### config.mk
export PLATFORM = sky130hd
export DESIGN_NAME = divider_arbiter
export DESIGN_NICKNAME = d
export VERILOG_FILES = /design/src/rtl/divider_arbiter_pkg.sv /design/src/rtl/divider_arbiter_core.sv /design/src/rtl/divider_arbiter.sv
export SDC_FILE = /design/constraint.sdc
export NUM_CORES = 1
export LEC_CHECK = 0
export CAP_MARGIN = 20
export CELL_PAD_IN_SITES_DETAIL_PLACEMENT = 1
export CELL_PAD_IN_SITES_GLOBAL_PLACEMENT = 2
export CORE_MARGIN = 5
export CORE_UTILIZATION = 21
export DETAILED_ROUTE_END_ITERATION = 12
export PLACE_DENSITY = 0.75
export SLEW_MARGIN = 0
export SYNTH_ARGS = -nofsm -noshare
export SYNTH_HDL_FRONTEND = slang
export SYNTH_SLANG_ARGS = --single-unit
### constraint.sdc
create_clock -name clock -period 2.1 [get_ports clock]
set_input_delay 0.42 -clock clock [delete_from_list [all_inputs] [get_ports clock]]
set_output_delay 0.42 -clock clock [all_outputs]
set_load 0.02 [all_outputs]
### src/rtl/divider_arbiter_pkg.sv
// Shared types and helpers for the shared iterative divider and its requester arbiter.
package divider_arbiter_pkg;

  typedef enum logic [1:0] {
    IDLE = 2'd0,
    RUN  = 2'd1,
    DONE = 2'd2
  } state_t;

  // Width of an index over n items, never narrower than one bit.
  function automatic int id_width(input int n);
    return (n <= 2) ? 1 : $clog2(n);
  endfunction

endpackage

### src/rtl/divider_arbiter_core.sv
// Restoring shift-subtract datapath: one quotient bit per step, MSB first.
module divider_iter_core #(
  parameter int dividend_width = 12,
  parameter int divisor_width  = 3
) (
  input  logic                      clock,
  input  logic                      load,
  input  logic                      step,
  input  logic [dividend_width-1:0] dividend,
  input  logic [divisor_width-1:0]  divisor,
  output logic [dividend_width-1:0] quotient,
  output logic [divisor_width-1:0]  remainder
);

  logic [dividend_width-1:0] quot_q;
  logic [divisor_width-1:0]  rem_q;
  logic [divisor_width-1:0]  dvs_q;
  logic [divisor_width:0]    trial;
  logic [divisor_width:0]    diff;
  logic                      fits;

  // The dividend shifts out of quot_q's MSB while quotient bits fill its LSB.
  assign trial = {rem_q, quot_q[dividend_width-1]};
  assign diff  = trial - {1'b0, dvs_q};
  assign fits  = (trial >= {1'b0, dvs_q});

  always_ff @(posedge clock) begin
    if (load) begin
      quot_q <= dividend;
      rem_q  <= '0;
      dvs_q  <= divisor;
    end else if (step) begin
      rem_q  <= fits ? diff[divisor_width-1:0] : trial[divisor_width-1:0];
      quot_q <= {quot_q[dividend_width-2:0], fits};
    end
  end

  assign quotient  = quot_q;
  assign remainder = rem_q;

endmodule

### src/rtl/divider_arbiter.sv
// Round-robin front end sharing one iterative divider among NUM_REQ requesters,
// returning each result on a single tagged valid/ready response channel.
module divider_arbiter
  import divider_arbiter_pkg::*;
#(
  parameter int dividend_width = 12,
  parameter int divisor_width  = 3,
  parameter int NUM_REQ        = 4
) (
  input  logic                                clock,
  input  logic                                reset,
  input  logic [NUM_REQ-1:0]                  req_valid,
  output logic [NUM_REQ-1:0]                  req_ready,
  input  logic [NUM_REQ*dividend_width-1:0]   req_dividend,
  input  logic [NUM_REQ*divisor_width-1:0]    req_divisor,
  output logic                                rsp_valid,
  input  logic                                rsp_ready,
  output logic [id_width(NUM_REQ)-1:0]        rsp_id,
  output logic [dividend_width-1:0]           rsp_quotient,
  output logic [divisor_width-1:0]            rsp_remainder,
  output logic                                rsp_div_by_zero,
  output logic                                busy
);

  localparam int IW = id_width(NUM_REQ);
  localparam int CW = id_width(dividend_width);

  state_t                    state;
  state_t                    state_nxt;
  logic [IW-1:0]             rr_ptr;
  logic [IW-1:0]             grant_idx;
  logic [IW-1:0]             hi_idx;
  logic [IW-1:0]             lo_idx;
  logic [IW-1:0]             id_q;
  logic                      hi_any;
  logic                      any_valid;
  logic [CW-1:0]             bit_cnt;
  logic                      load;
  logic                      step;
  logic                      dbz_q;
  logic                      done;
  logic [dividend_width-1:0] sel_dividend;
  logic [divisor_width-1:0]  sel_divisor;
  logic [dividend_width-1:0] quotient;
  logic [divisor_width-1:0]  remainder;

  // Masked priority pick: lowest valid index above rr_ptr, else lowest valid overall.
  always_comb begin
    hi_any = 1'b0;
    hi_idx = '0;
    lo_idx = '0;
    for (int i = NUM_REQ - 1; i >= 0; i--) begin
      if (req_valid[i]) begin
        lo_idx = IW'(i);
        if (i > int'(rr_ptr)) begin
          hi_idx = IW'(i);
          hi_any = 1'b1;
        end
      end
    end
  end

  assign any_valid = |req_valid;
  assign grant_idx = hi_any ? hi_idx : lo_idx;

  always_comb begin
    sel_dividend = '0;
    sel_divisor  = '0;
    req_ready    = '0;
    for (int i = 0; i < NUM_REQ; i++) begin
      if (IW'(i) == grant_idx) begin
        sel_dividend = req_dividend[i*dividend_width +: dividend_width];
        sel_divisor  = req_divisor[i*divisor_width +: divisor_width];
        req_ready[i] = (state == IDLE) && any_valid;
      end
    end
  end

  always_comb begin
    state_nxt = state;
    load      = 1'b0;
    step      = 1'b0;
    unique case (state)
      IDLE: begin
        if (any_valid) begin
          load      = 1'b1;
          state_nxt = (sel_divisor == '0) ? DONE : RUN;
        end
      end
      RUN: begin
        step = 1'b1;
        if (bit_cnt == '0) state_nxt = DONE;
      end
      DONE: begin
        if (rsp_ready) state_nxt = IDLE;
      end
      default: state_nxt = IDLE;
    endcase
  end

  always_ff @(posedge clock or posedge reset) begin
    if (reset) begin
      state   <= IDLE;
      rr_ptr  <= IW'(NUM_REQ - 1);
      bit_cnt <= '0;
    end else begin
      state <= state_nxt;
      if (load) begin
        rr_ptr  <= grant_idx;
        bit_cnt <= CW'(dividend_width - 1);
      end else if (step) begin
        bit_cnt <= bit_cnt - CW'(1);
      end
    end
  end

  // Tag and divide-by-zero flag are data; outputs are gated by DONE instead of reset.
  always_ff @(posedge clock) begin
    if (load) begin
      id_q  <= grant_idx;
      dbz_q <= (sel_divisor == '0);
    end
  end

  divider_iter_core #(
    .dividend_width (dividend_width),
    .divisor_width  (divisor_width)
  ) u_core (
    .clock     (clock),
    .load      (load),
    .step      (step),
    .dividend  (sel_dividend),
    .divisor   (sel_divisor),
    .quotient  (quotient),
    .remainder (remainder)
  );

  // On divide-by-zero the core was loaded but never stepped, so it still holds the dividend.
  assign done            = (state == DONE);
  assign rsp_valid       = done;
  assign busy            = (state != IDLE);
  assign rsp_id          = done ? id_q : '0;
  assign rsp_div_by_zero = done & dbz_q;
  assign rsp_quotient    = done ? (dbz_q ? '1 : quotient) : '0;
  assign rsp_remainder   = done ? (dbz_q ? quotient[divisor_width-1:0] : remainder) : '0;

endmodule

==> impl_metrics.py <==
metrics = {
    "outcome": {
        "outcome": "complete, but fails checks",
        "violations": "setup timing",
    },
    "logic_synthesis": {
        "synth.area.top_cells": "edfxtp_1 (25%), nor2_1 (7.7%), dfrtp_1 (7.0%), o21ai_0 (5.4%), a221oi_1 (5.3%)",
        "async_flop_share_pct": 27.6,
        "netlist.area_leader.share_pct": 25.2,
        "synthCells": 255,
        "synth-main-ff-cell": "edfxtp_1",
        "yosysTopAreaCell": "edfxtp_1",
        "synth_nets": 327,
        "synth.avg_cell_area_sq_um": 8.41,
        "synth_most_common_cell": "nor2_1",
        "synthTopCellsByCount": "nor2_1 (44), nand2_1 (28), o21ai_0 (23)",
        "yosys_warnings": 0,
        "synth-seq-cells": 29,
        "synth_edf_count": 18,
        "seq_area_frac_synth_pct": 37.5,
        "synth_cell_types": 53,
        "syn_area_sq_mm": 0.00214,
    },
    "drt": {
        "first_pass_iters": 4,
        "first_iter_violations": 48,
        "detail-route-antenna-nets": 0,
        "via_count": 2301,
        "totalWireLength_um": 7720,
        "wire_per_inst_um": 15.0,
        "vias_per_cell": 4.46,
        "drc": 0,
    },
    "place": {
        "placed_area_sq_mm": 0.00340,
        "io_buffers": 90,
        "gp_congestion": 0.842,
        "post-place-ws_ps": -826,
        "dp_hpwl_um": 6130,
        "dp_cells": 491,
    },
    "power_and_ir_drop": {
        "pwr-share-seq_pct": 25.7,
        "power.leakage_uw": 0.00160,
        "peakVddDrop_v": 0.000381,
        "switchingPower_uw": 2020,
        "power_frac_comb_pct": 63.0,
        "p_sw_share_pct": 41.5,
        "pwr_density_cell_mw_per_mm2": 1290,
        "p_int_uw": 2850,
        "pwr-share-clk_pct": 11.3,
    },
    "setup_path": {
        "reg2reg_to": "u_core.dvs_q[1]",
        "path_cells": "nand2b_4, a21oi_4, nor3_4, buf_6, mux2_4, a221oi_4, buf_4, inv_2",
        "worstSetupPathType": "register to register",
        "critPathTopFamily": "flip-flops",
        "crit_required_ps": 2140,
        "arrival_ps": 2190,
        "critPathCaptureType": "register",
        "r2r-start": "rr_ptr[0]",
        "reg2reg_slack_ps": -50,
        "cp_max_fo": 6,
        "crit_slowest_cell": "dfstp_2",
        "cpPeakStageDelay_ps": 570,
        "critical_path_buf_inv_count": 3,
        "start_kind": "register",
        "reg2regPathDepth": 8,
    },
    "grt": {
        "grt_start_max_net_pins": 34,
        "grt_first_pass_wirelength_um": 12700,
        "antenna_found_initial": 0,
        "grt_usage_pct": 12.4,
        "grt_pass1_vias": 2497,
        "grt_overflow": 0,
    },
    "cells_and_area": {
        "final_cell_area_sq_mm": 0.00378,
        "syn2layout_area_growth_pct": 76.2,
        "finalNetCount": 454,
        "insertedDiodeCount": 0,
        "multi_input_area_sq_mm": 0.00135,
        "final_cells": 516,
        "nFillCells": 1158,
        "seq_area_sq_um": 803,
        "layout-drive-gt1-share_pct": 33.7,
    },
    "sta": {
        "worst_pin_slew_ps": 399,
        "max_freq_mhz": 465,
        "finClkSkew_ps": 6.37,
        "slew_violations": 0,
        "finalCritPeriodShare_pct": 102,
        "period_needed_ps": 2150,
        "rsz0062_at_grt": "yes",
        "hold_viol": 0,
        "fin_tns_setup_ps": -127,
        "setup_violations": 4,
        "slew_headroom_pct": 73.4,
        "worst_slack_ps": -51.8,
    },
    "job": {
        "drv_cap": 0,
    },
    "die": {
        "core_sq_mm": 0.00986,
        "die_w_um": 111,
        "initial_utilization_pct": 21.7,
        "die_area_sq_mm": 0.0123,
        "rows": 36,
        "fp.dieH_um": 111,
        "num_io_pins": 91,
    },
    "cts": {
        "cts-root-buf": "clkbuf_8",
        "clock_latency_ps": 280,
        "cts_tree": "built",
        "path_clk_slew_ps": 60,
        "cts_buffer_depth": 2,
        "htree_levels": 2,
        "numCtsBuffers": 5,
        "cts.sinks": 29,
    },
    "worst_hold_path": {
        "min_path_type": "input pin to asynchronous set/reset pin",
    },
}
## through the flow
stage	power, uW	hold WS (ps)	utilization [%]
6_report	4870	400	38.3
5_1_grt	5300	440	38.3
3_3_place_gp	3900	493	34.4
4_1_cts	4700	403	37.0
2_1_floorplan	2830	234	-
3_5_place_dp	3970	494	34.4
## cells by family (layout without fill, tap and decap cells)
| kind of cell | after synthesis | count (layout) | share of synthesized area [%] |
|---|---|---|---|
| xor+xnor | 3 | 3 | 1.23 |
| flops | 29 | 29 | 37.5 |
| compound gates | 71 | 71 | 23.4 |
| fa+ha+maj | 5 | 5 | 3.27 |
| buf+inv | 37 | 165 | 8.06 |
| mux | 5 | 5 | 2.63 |
| simple gates | 105 | 105 | 24.0 |
## placed cells by master, fill, tap and decap left out, types with 3 or more instances in the layout
| master | instances |
|---|---|
| buf_4 | 37 |
| ha_1 | 4 |
| nand2b_4 | 3 |
| clkdlybuf4s50_1 | 63 |
| mux2i_1 | 3 |
| o21ai_1 | 7 |
| dfrtp_1 | 6 |
| nand2b_1 | 3 |
| a221oi_2 | 11 |
| and2_1 | 4 |
| a21oi_2 | 3 |
| nor2_1 | 41 |
| clkdlybuf4s15_2 | 3 |
| clkbuf_2 | 16 |
| nand2_1 | 27 |
| clkbuf_8 | 5 |
| nand3b_1 | 3 |
| a22oi_1 | 9 |
| edfxtp_1 | 18 |
| buf_6 | 11 |
| dfxtp_1 | 3 |
| inv_1 | 14 |
| a21oi_1 | 3 |
| o21ai_0 | 17 |
| nand3_1 | 4 |
| buf_12 | 4 |
## routing by layer
layer / share of wire (%) / GRT usage [%]
met5: 0 / 0
met4: 1.7 / 3.65
met3: 5.6 / 2.57
met2: 47 / 20.7
met1: 45 / 16.1
## repair_timing
| item | in CTS | in global routing |
|---|---|---|
| gates resized for setup | 80 | 60 |
| pin swaps | 5 | 12 |
| cloned | 0 | 2 |
| endpoints found under the setup margin | 53 | 38 |
| buffers inserted | 7 | 9 |
| hold buffers | 0 | 0 |
| hold endpoints to repair | 0 | 0 |
## sequential cells by signal, indices dropped and copies added (netlist names)
register and count:
bit_cnt 4, dbz_q 1, id_q 2, rr_ptr 2, state 2, u_core.dvs_q 3, u_core.quotient 12, u_core.remainder 3
## worst register-to-register path, stage by stage, from the launching register on
cell      delay, ps
dfstp_2         570
nand2b_4        160
a21oi_4          70
nor3_4          200
buf_6           160
mux2_4          310
a221oi_4        270
buf_4           160
inv_2            20
## worst max-delay path by stage
stage	from	to	slack, ps	cells after the start
global placement	req_valid[1]	dbz_q	-740	8
global route	rr_ptr[0]	state[0]	-170	8
CTS	rr_ptr[0]	state[0]	-60	8
detailed placement	req_valid[1]	dbz_q	-830	8
finish	rr_ptr[0]	u_core.dvs_q[1]	-50	8
floorplan	state[0]	req_ready[1]	1	5
## power groups by stage
| stage | clock (uW) | sequential [uW] | combinational, uW |
|---|---|---|---|
| finish | 548 | 1250 | 3070 |
| global route | 583 | 1290 | 3430 |
| CTS | 565 | 1250 | 2880 |
| detailed placement | 0 | 1270 | 2700 |
| global placement | 0 | 1270 | 2630 |
| floorplan | 0 | 1160 | 1670 |
## cell type report
type,count,area share [%]
Clock buffer,6,1.92
Sequential cell,29,21.3
Tap cell,133,4.41
Clock inverter,2,0.895
Multi-Input combinational cell,189,35.6
Inverter,17,1.76
Timing Repair Buffer,140,34.1
Note: power is estimated with default switching activity, not from simulation.
